$ cat src/rtl/tia_hsc_pkg.sv
// Shared constants for the horizontal sync counter and the object position
// counters: LFSR width, decode steps, their LFSR patterns and the line length.
package tia_hsc_pkg;

  localparam int LFSR_W    = 6;
  localparam int LINE_CLKS = 228;

  localparam int STEP_SHB = 0;
  localparam int STEP_SHS = 4;
  localparam int STEP_RHS = 8;
  localparam int STEP_SCB = 8;
  localparam int STEP_RCB = 12;
  localparam int STEP_RHB = 16;
  localparam int STEP_LHB = 18;
  localparam int STEP_CNT = 28;
  localparam int STEP_END = 56;

  // LFSR contents after N advances from 000000 with new bit0 = ~(bit5 ^ bit4)
  localparam logic [LFSR_W-1:0] PAT_00 = 6'b000000;
  localparam logic [LFSR_W-1:0] PAT_04 = 6'b001111;
  localparam logic [LFSR_W-1:0] PAT_08 = 6'b111011;
  localparam logic [LFSR_W-1:0] PAT_12 = 6'b111100;
  localparam logic [LFSR_W-1:0] PAT_16 = 6'b001110;
  localparam logic [LFSR_W-1:0] PAT_18 = 6'b111010;
  localparam logic [LFSR_W-1:0] PAT_28 = 6'b001011;
  localparam logic [LFSR_W-1:0] PAT_56 = 6'b001010;

  // One LFSR advance: shift left, feed back the XNOR of the two top bits
  function automatic logic [LFSR_W-1:0] lfsr_next(input logic [LFSR_W-1:0] v);
    return {v[LFSR_W-2:0], ~(v[LFSR_W-1] ^ v[LFSR_W-2])};
  endfunction

endpackage

$ cat src/rtl/tia_lfsr6.sv
// 6-bit XNOR LFSR used as the step counter for horizontal timing.
// clr has priority over adv; the all-ones lock-up state is never reached
// from 000000 within a line.
module tia_lfsr6
  import tia_hsc_pkg::*;
(
  input  logic       clk,
  input  logic       rst_n,
  input  logic       adv,
  input  logic       clr,
  output logic [5:0] q
);

  // LFSR state: clear wins, otherwise advance when asked
  always_ff @(posedge clk or negedge rst_n) begin
    if (!rst_n) begin
      q <= '0;
    end else if (clr) begin
      q <= '0;
    end else if (adv) begin
      q <= lfsr_next(q);
    end
  end

endmodule

$ cat src/rtl/hsync_counter.sv
// Horizontal sync counter: a 2-bit phase counter and a 6-bit LFSR step
// counter (57 steps x 4 clk = 228 clk per line) decoded into one-clk
// set/reset pulses for the HBLANK, HSYNC and colour-burst latches.
// Optional feature macro: HSYNC_HMOVE_EN (late HBLANK release on HMOVE).
module hsync_counter
  import tia_hsc_pkg::*;
(
  input  logic clk,
  input  logic rst_n,
  input  logic rsync,
  input  logic hmove,
  output logic shb,
  output logic rhb,
  output logic shs,
  output logic rhs,
  output logic scb,
  output logic rcb,
  output logic cnt,
  output logic line_end
);

  logic [1:0]        ph;
  logic [LFSR_W-1:0] lfsr_q;
  logic              ph_first;
  logic              ph_last;
  logic              wrap;
  logic              dec_shb;
  logic              dec_shs;
  logic              dec_rhs;
  logic              dec_scb;
  logic              dec_rcb;
  logic              dec_16;
  logic              dec_cnt;
  logic              dec_end;
  logic              rhb_d;

  assign ph_first = (ph == 2'd0);
  assign ph_last  = (ph == 2'd3);
  assign wrap     = ph_last && (lfsr_q == PAT_56);

  tia_lfsr6 u_lfsr (
    .clk   (clk),
    .rst_n (rst_n),
    .adv   (ph_last),
    .clr   (rsync | wrap),
    .q     (lfsr_q)
  );

  // Phase counter: free-running mod 4, restarted by rsync
  always_ff @(posedge clk or negedge rst_n) begin
    if (!rst_n) begin
      ph <= 2'd0;
    end else if (rsync) begin
      ph <= 2'd0;
    end else begin
      ph <= ph + 2'd1;
    end
  end

  // An rsync edge restarts the line, so nothing is decoded from the old
  // position on that edge; pulses already in the output registers finish.
  assign dec_shb = ph_first && (lfsr_q == PAT_00) && !rsync;
  assign dec_shs = ph_first && (lfsr_q == PAT_04) && !rsync;
  assign dec_rhs = ph_first && (lfsr_q == PAT_08) && !rsync;
  assign dec_scb = ph_first && (lfsr_q == PAT_08) && !rsync;
  assign dec_rcb = ph_first && (lfsr_q == PAT_12) && !rsync;
  assign dec_16  = ph_first && (lfsr_q == PAT_16) && !rsync;
  assign dec_cnt = ph_first && (lfsr_q == PAT_28) && !rsync;
  assign dec_end = wrap && !rsync;

`ifdef HSYNC_HMOVE_EN
  logic dec_18;
  logic hmove_pend;
  logic hmove_carry;
  logic past_16;
  logic hb_late;
  logic hmove_late;

  assign dec_18     = ph_first && (lfsr_q == PAT_18) && !rsync;
  // A strobe on or after the step-16 sample belongs to the next line
  assign hmove_late = hmove && (past_16 || dec_16);

  // HMOVE bookkeeping: pend for this line, carry for the next, late choice
  always_ff @(posedge clk or negedge rst_n) begin
    if (!rst_n) begin
      hmove_pend  <= 1'b0;
      hmove_carry <= 1'b0;
      past_16     <= 1'b0;
      hb_late     <= 1'b0;
    end else if (rsync) begin
      hmove_pend  <= 1'b0;
      hmove_carry <= 1'b0;
      past_16     <= 1'b0;
      hb_late     <= 1'b0;
    end else if (dec_end) begin
      hmove_pend  <= hmove_carry | hmove;
      hmove_carry <= 1'b0;
      past_16     <= 1'b0;
      hb_late     <= 1'b0;
    end else begin
      if (hmove && !hmove_late) begin
        hmove_pend <= 1'b1;
      end
      if (hmove_late) begin
        hmove_carry <= 1'b1;
      end
      if (dec_16) begin
        past_16 <= 1'b1;
        hb_late <= hmove_pend;
      end
    end
  end

  assign rhb_d = (dec_16 && !hmove_pend) || (dec_18 && hb_late);
`else
  logic unused_hmove;

  assign unused_hmove = hmove;
  assign rhb_d        = dec_16;
`endif

  // Output pulse registers
  always_ff @(posedge clk or negedge rst_n) begin
    if (!rst_n) begin
      shb      <= 1'b0;
      rhb      <= 1'b0;
      shs      <= 1'b0;
      rhs      <= 1'b0;
      scb      <= 1'b0;
      rcb      <= 1'b0;
      cnt      <= 1'b0;
      line_end <= 1'b0;
    end else begin
      shb      <= dec_shb;
      rhb      <= rhb_d;
      shs      <= dec_shs;
      rhs      <= dec_rhs;
      scb      <= dec_scb;
      rcb      <= dec_rcb;
      cnt      <= dec_cnt;
      line_end <= dec_end;
    end
  end

endmodule

$ cat config.mk
export PLATFORM = sky130hd
export DESIGN_NAME = hsync_counter
export DESIGN_NICKNAME = d
export VERILOG_FILES = /design/src/rtl/tia_hsc_pkg.sv /design/src/rtl/tia_lfsr6.sv /design/src/rtl/hsync_counter.sv
export SDC_FILE = /design/constraint.sdc
export NUM_CORES = 1
export LEC_CHECK = 0
export CAP_MARGIN = 20
export CORE_MARGIN = 2
export CORE_UTILIZATION = 45
export CTS_CLUSTER_DIAMETER = 100
export DETAILED_ROUTE_END_ITERATION = 8
export PLACE_DENSITY = 0.69
export RECOVER_POWER = 25
export SLEW_MARGIN = 20
export SYNTH_ARGS = -nofsm -noshare
export SYNTH_HDL_FRONTEND = slang
export SYNTH_SLANG_ARGS = --single-unit
export TNS_END_PERCENT = 1
$ cat constraint.sdc
create_clock -name clk -period 1.6 [get_ports clk]
set_input_delay 0.48 -clock clk [delete_from_list [all_inputs] [get_ports clk]]
set_output_delay 0.48 -clock clk [all_outputs]
set_load 0.05 [all_outputs]
# After elaboration in Yosys (flattened, before gate mapping)
# Cells that the tools add are included.
[classes]
n_addsub = 1
bitwise = 3
eq_ne = 7
n_reduce_logical = 18
muxes = 3
[ops]
columns = ["cell", "n"]
rows = [
  ["$eq 6x4->1 const B", 4],
  ["$logic_and 1x1->1", 14],
  ["$eq 6x6->1 const B", 2],
  ["$mux 6", 2],
  ["$logic_not 6->1", 1],
  ["$add 2x1->2 const B", 1],
  ["$eq 2x2->1 const B", 1],
  ["$logic_not 2->1", 1],
  ["$mux 2", 1],
  ["$reduce_bool 2->1", 1],
  ["$logic_not 1->1", 1],
  ["$not 1->1", 1],
  ["$or 1x1->1", 1],
  ["$xor 1x1->1", 1],
]
[totals]
regBits = 15
inputBits = 4
word_cells = 41

# Depth between registers and ports, before layout
[depth]
word_depth = 4
ltp_mapped = 5
ltp_nobuf = 5

# Modules after synthesis
# From an unflattened synthesis, not the netlist that was laid out.
[hier_totals]
hier_cells = 55
hier_area_um2 = 655.6
[modules_own_cells]
columns = ["mod", "instances", "cells_per_inst", "area_per_inst_um2"]
rows = [
  ["hsync_counter", 1, 34, 397.9],
  ["tia_lfsr6", 1, 21, 257.7],
]

# Worst setup path after synthesis
# OpenSTA, ideal clock, no wires.
[synth_timing]
path_kind = "flip-flop to output port"
startpoint = "register scb"
endpoint = "output scb"
required_time_ns = 1.120
setup_slack_ns = 0.234
path_stages_with_launch = 2
arrival_time_ns = 0.886
cell_sequence = "dfrtp_1 > buf_4"
[synth_rtl]
columns = ["element", "line", "source"]
rows = [
  ["from (decl)", "hsync_counter.sv:16", "output logic scb,"],
  ["from (signal assigned)", "hsync_counter.sv:138", "scb <= dec_scb;"],
]
# No word-level cell between the ends.

==> results.md <==
* CTS H-tree lvls at 1
* Final hold vios at 0
* Crit Path Class: reg2out
* Synth cell types at 19
* Residual DRC at 0
* CTS max path bufs at 2
* Mapped Area at approximately 670 sq um
* Number of I/O pins at 12
* Crit share post-route at 0.854
* Buf+Inv Stages, Crit Path at 1
* Setup Fix Bufs, Post-CTS at 0
* Antenna violations before repair at 0
* Vias per inst at 5.02
* Worst Path Max Fanout at 2
* Critical Path Sink Type: output port
* GRT Total Usage at 0.150
* Max incr delay on CP at approximately 0.44 ns
* Vias in the first global route at roughly 480
* PostCTS Resize Cnt at 0
* Die H at approximately 42 um
* Proportion of layout cells with a drive suffix above 1 at 0.254
* DP HPWL at 780 um
* R2R depth at 5
* MaxCap Viol Count at 0
* Crit path launch type: flip-flop
* Final Skew at roughly 0.0012 ns
* Reg2reg start: u_lfsr.q[4]$_DFFE_PN0P_
* Rows at 13
* Syn Inst Count at 57
* Syn_nets at between 60 and 70
* I/O Buffers at 10
* Wire length per cell at between 10 and 15 um
* Root Buffer: clkbuf_4
* Worst Tran Pin Value at approximately 0.77 ns
* Top post-synthesis cells by area: dfrtp_1, ha_1, mux2i_1, nor2_1, nor3_1
* Worst path cell trace: buf_12
* Synth Warn # at 0
* Clk sinks at 15
* Fillcell total at 108
* Synth Flop Type: dfrtp_1
* Yosys top cell area share at 0.563
* #FFs+latches synth at 15
* Hold path depth at 1
* Post-CTS Hold Buffers at 0
* Initial core utilization at 0.494
* Worst flop-to-flop path endpoint: u_lfsr.q[0]$_DFFE_PN0P_
* CTS tree: built
* CP Data Required Time at roughly 1.1 ns
* Worst-case hold path end point: ph[0]$_DFF_PN0_
* Synthesis-to-layout area growth at 34.0%
* Async SR Flop Fraction at 1.00
* Worst skew pair latency at approximately 0.27 ns
* Number of routed nets with antenna violations at 0
* First-pass iteration count of the detailed router at 4
* Hold Crit Start: ph[0]$_DFF_PN0_
* CP Depth at 1
* Gpl congestion at around 0.77
* Top cells by count, synth: dfrtp_1, nor2_1, mux2i_1, nor3_1
* Clock transition at path regs at around 0.090 ns
* Leading area contributor after synthesis: dfrtp_1
* Max rail drop VDD at approximately 0.47 mV
* Post-layout minimum cycle time at roughly 1.4 ns
* Hold_ws at 0.477 ns
* Slew Limit Fails at 0
* Reg2reg setup slack at 0.35 ns
* Diode count at 0
* Fmax at between 700 and 800 MHz
* Core area at 0.00135 sq mm
* RSZ-0062 raised after global routing: false
* Overflow after GRT at 0
* Status: finished, final reports clean
* Crit-path leading delay family: flip-flops
* Post-Syn Area per Cell at 11.7 sq um
* Final net count at 80
* Die Wd at about 42 um
* Worst slew margin at 0.489
* Post-synthesis sequential area ratio at 0.563
* Num CTS Buffers at 3
* Slowest cell on the critical path: dfrtp_1
* Total wire length at 1.01 mm
* Post-synth EDFFs at 0
* Via count at 432
* Post-route setup TNS at 0 ns
* Multi-input logic area at ~250 sq um
* PwrDens at around 750 mW/mm^2
* Largest net degree at the start of global routing at 16
* Die Area at around 0.0018 sq mm
* CP arrival at 0.89 ns
* Count leader, synth: dfrtp_1
* 1st-iter DRT viols at 8
* First-pass GRT wire length at 2.02 mm
* Final setup violation count at 0
* P_leak at roughly 0.39 nW
* Hold/Removal Path Class: reg2reg
* Register area at 375 sq um
## layer usage
layer  vias to the layer above  track usage  wire length [um]
li1                        218            -                 -
met1                       202        0.163               436
met2                        10        0.262               519
met3                         2       0.0431                40
met4                         0       0.0750                11
met5                         -            0                 0
## sequential cells by signal, indices dropped and copies added (netlist names)
signal	count
u_lfsr.q	6
ph	2
cnt	1
line_end	1
rcb	1
rhb	1
scb	1
shb	1
shs	1
## cell usage in the layout (no fill, tap or decap), types with 2 or more instances in the layout
cell,synthesis,layout
buf_12,0,8
buf_4,2,2
clkbuf_4,0,3
dfrtp_1,15,15
ha_1,4,4
inv_1,4,4
mux2i_1,5,5
nand2_1,2,2
nand3b_1,2,2
nor2_1,7,7
nor2b_1,2,2
nor3_1,5,5
## cell families (layout without fill, tap and decap cells)
| family | after synthesis | in the layout | share of synthesized area |
|---|---|---|---|
| muxes | 5 | 5 | 0.0750 |
| AOI/OAI and AO/OA | 1 | 1 | 0.0225 |
| adders and majority gates | 4 | 4 | 0.0750 |
| and+or+nand+nor | 24 | 24 | 0.208 |
| DFF | 15 | 15 | 0.563 |
| buffers and inverters | 8 | 22 | 0.0563 |
## worst max path at each step
stage	from	endpoint	slack, ns
floorplan	scb$_DFF_PN0_	scb	0.23
global placement	rsync	rcb$_DFF_PN0_	0.18
detailed placement	rsync	rcb$_DFF_PN0_	0.14
CTS	scb$_DFF_PN0_	scb	0.21
global route	rst_n	u_lfsr.q[5]$_DFFE_PN0P_	0.12
finish	scb$_DFF_PN0_	rhs	0.23
## stage by stage
step	util	setup slack, ns	area [sq um]	cells	power, mW
after floorplan	-	0.234	667	57	0.439
after CTS	0.665	0.215	897	86	0.688
after global routing	0.662	0.117	893	86	0.714
after global placement	0.644	0.177	870	82	0.472
final	0.662	0.233	893	86	0.672
after detailed placement	0.644	0.136	870	82	0.474
## power breakdown
| part | internal [mW] | switching, mW | total [mW] |
|---|---|---|---|
| registers | 0.387 | 0.00905 | 0.396 |
| clock network | 0.0926 | 0.116 | 0.208 |
| logic | 0.0303 | 0.0370 | 0.0673 |
## area by class of cell
class	count	share of cell area
inverter	5	0.0210
timing repair buffer	13	0.223
clock inverter	1	0.00560
sequential	15	0.420
multi-input combinational	34	0.284
tap	15	0.0210
clock buffer	3	0.0252
(Power assumes the default switching activity.)
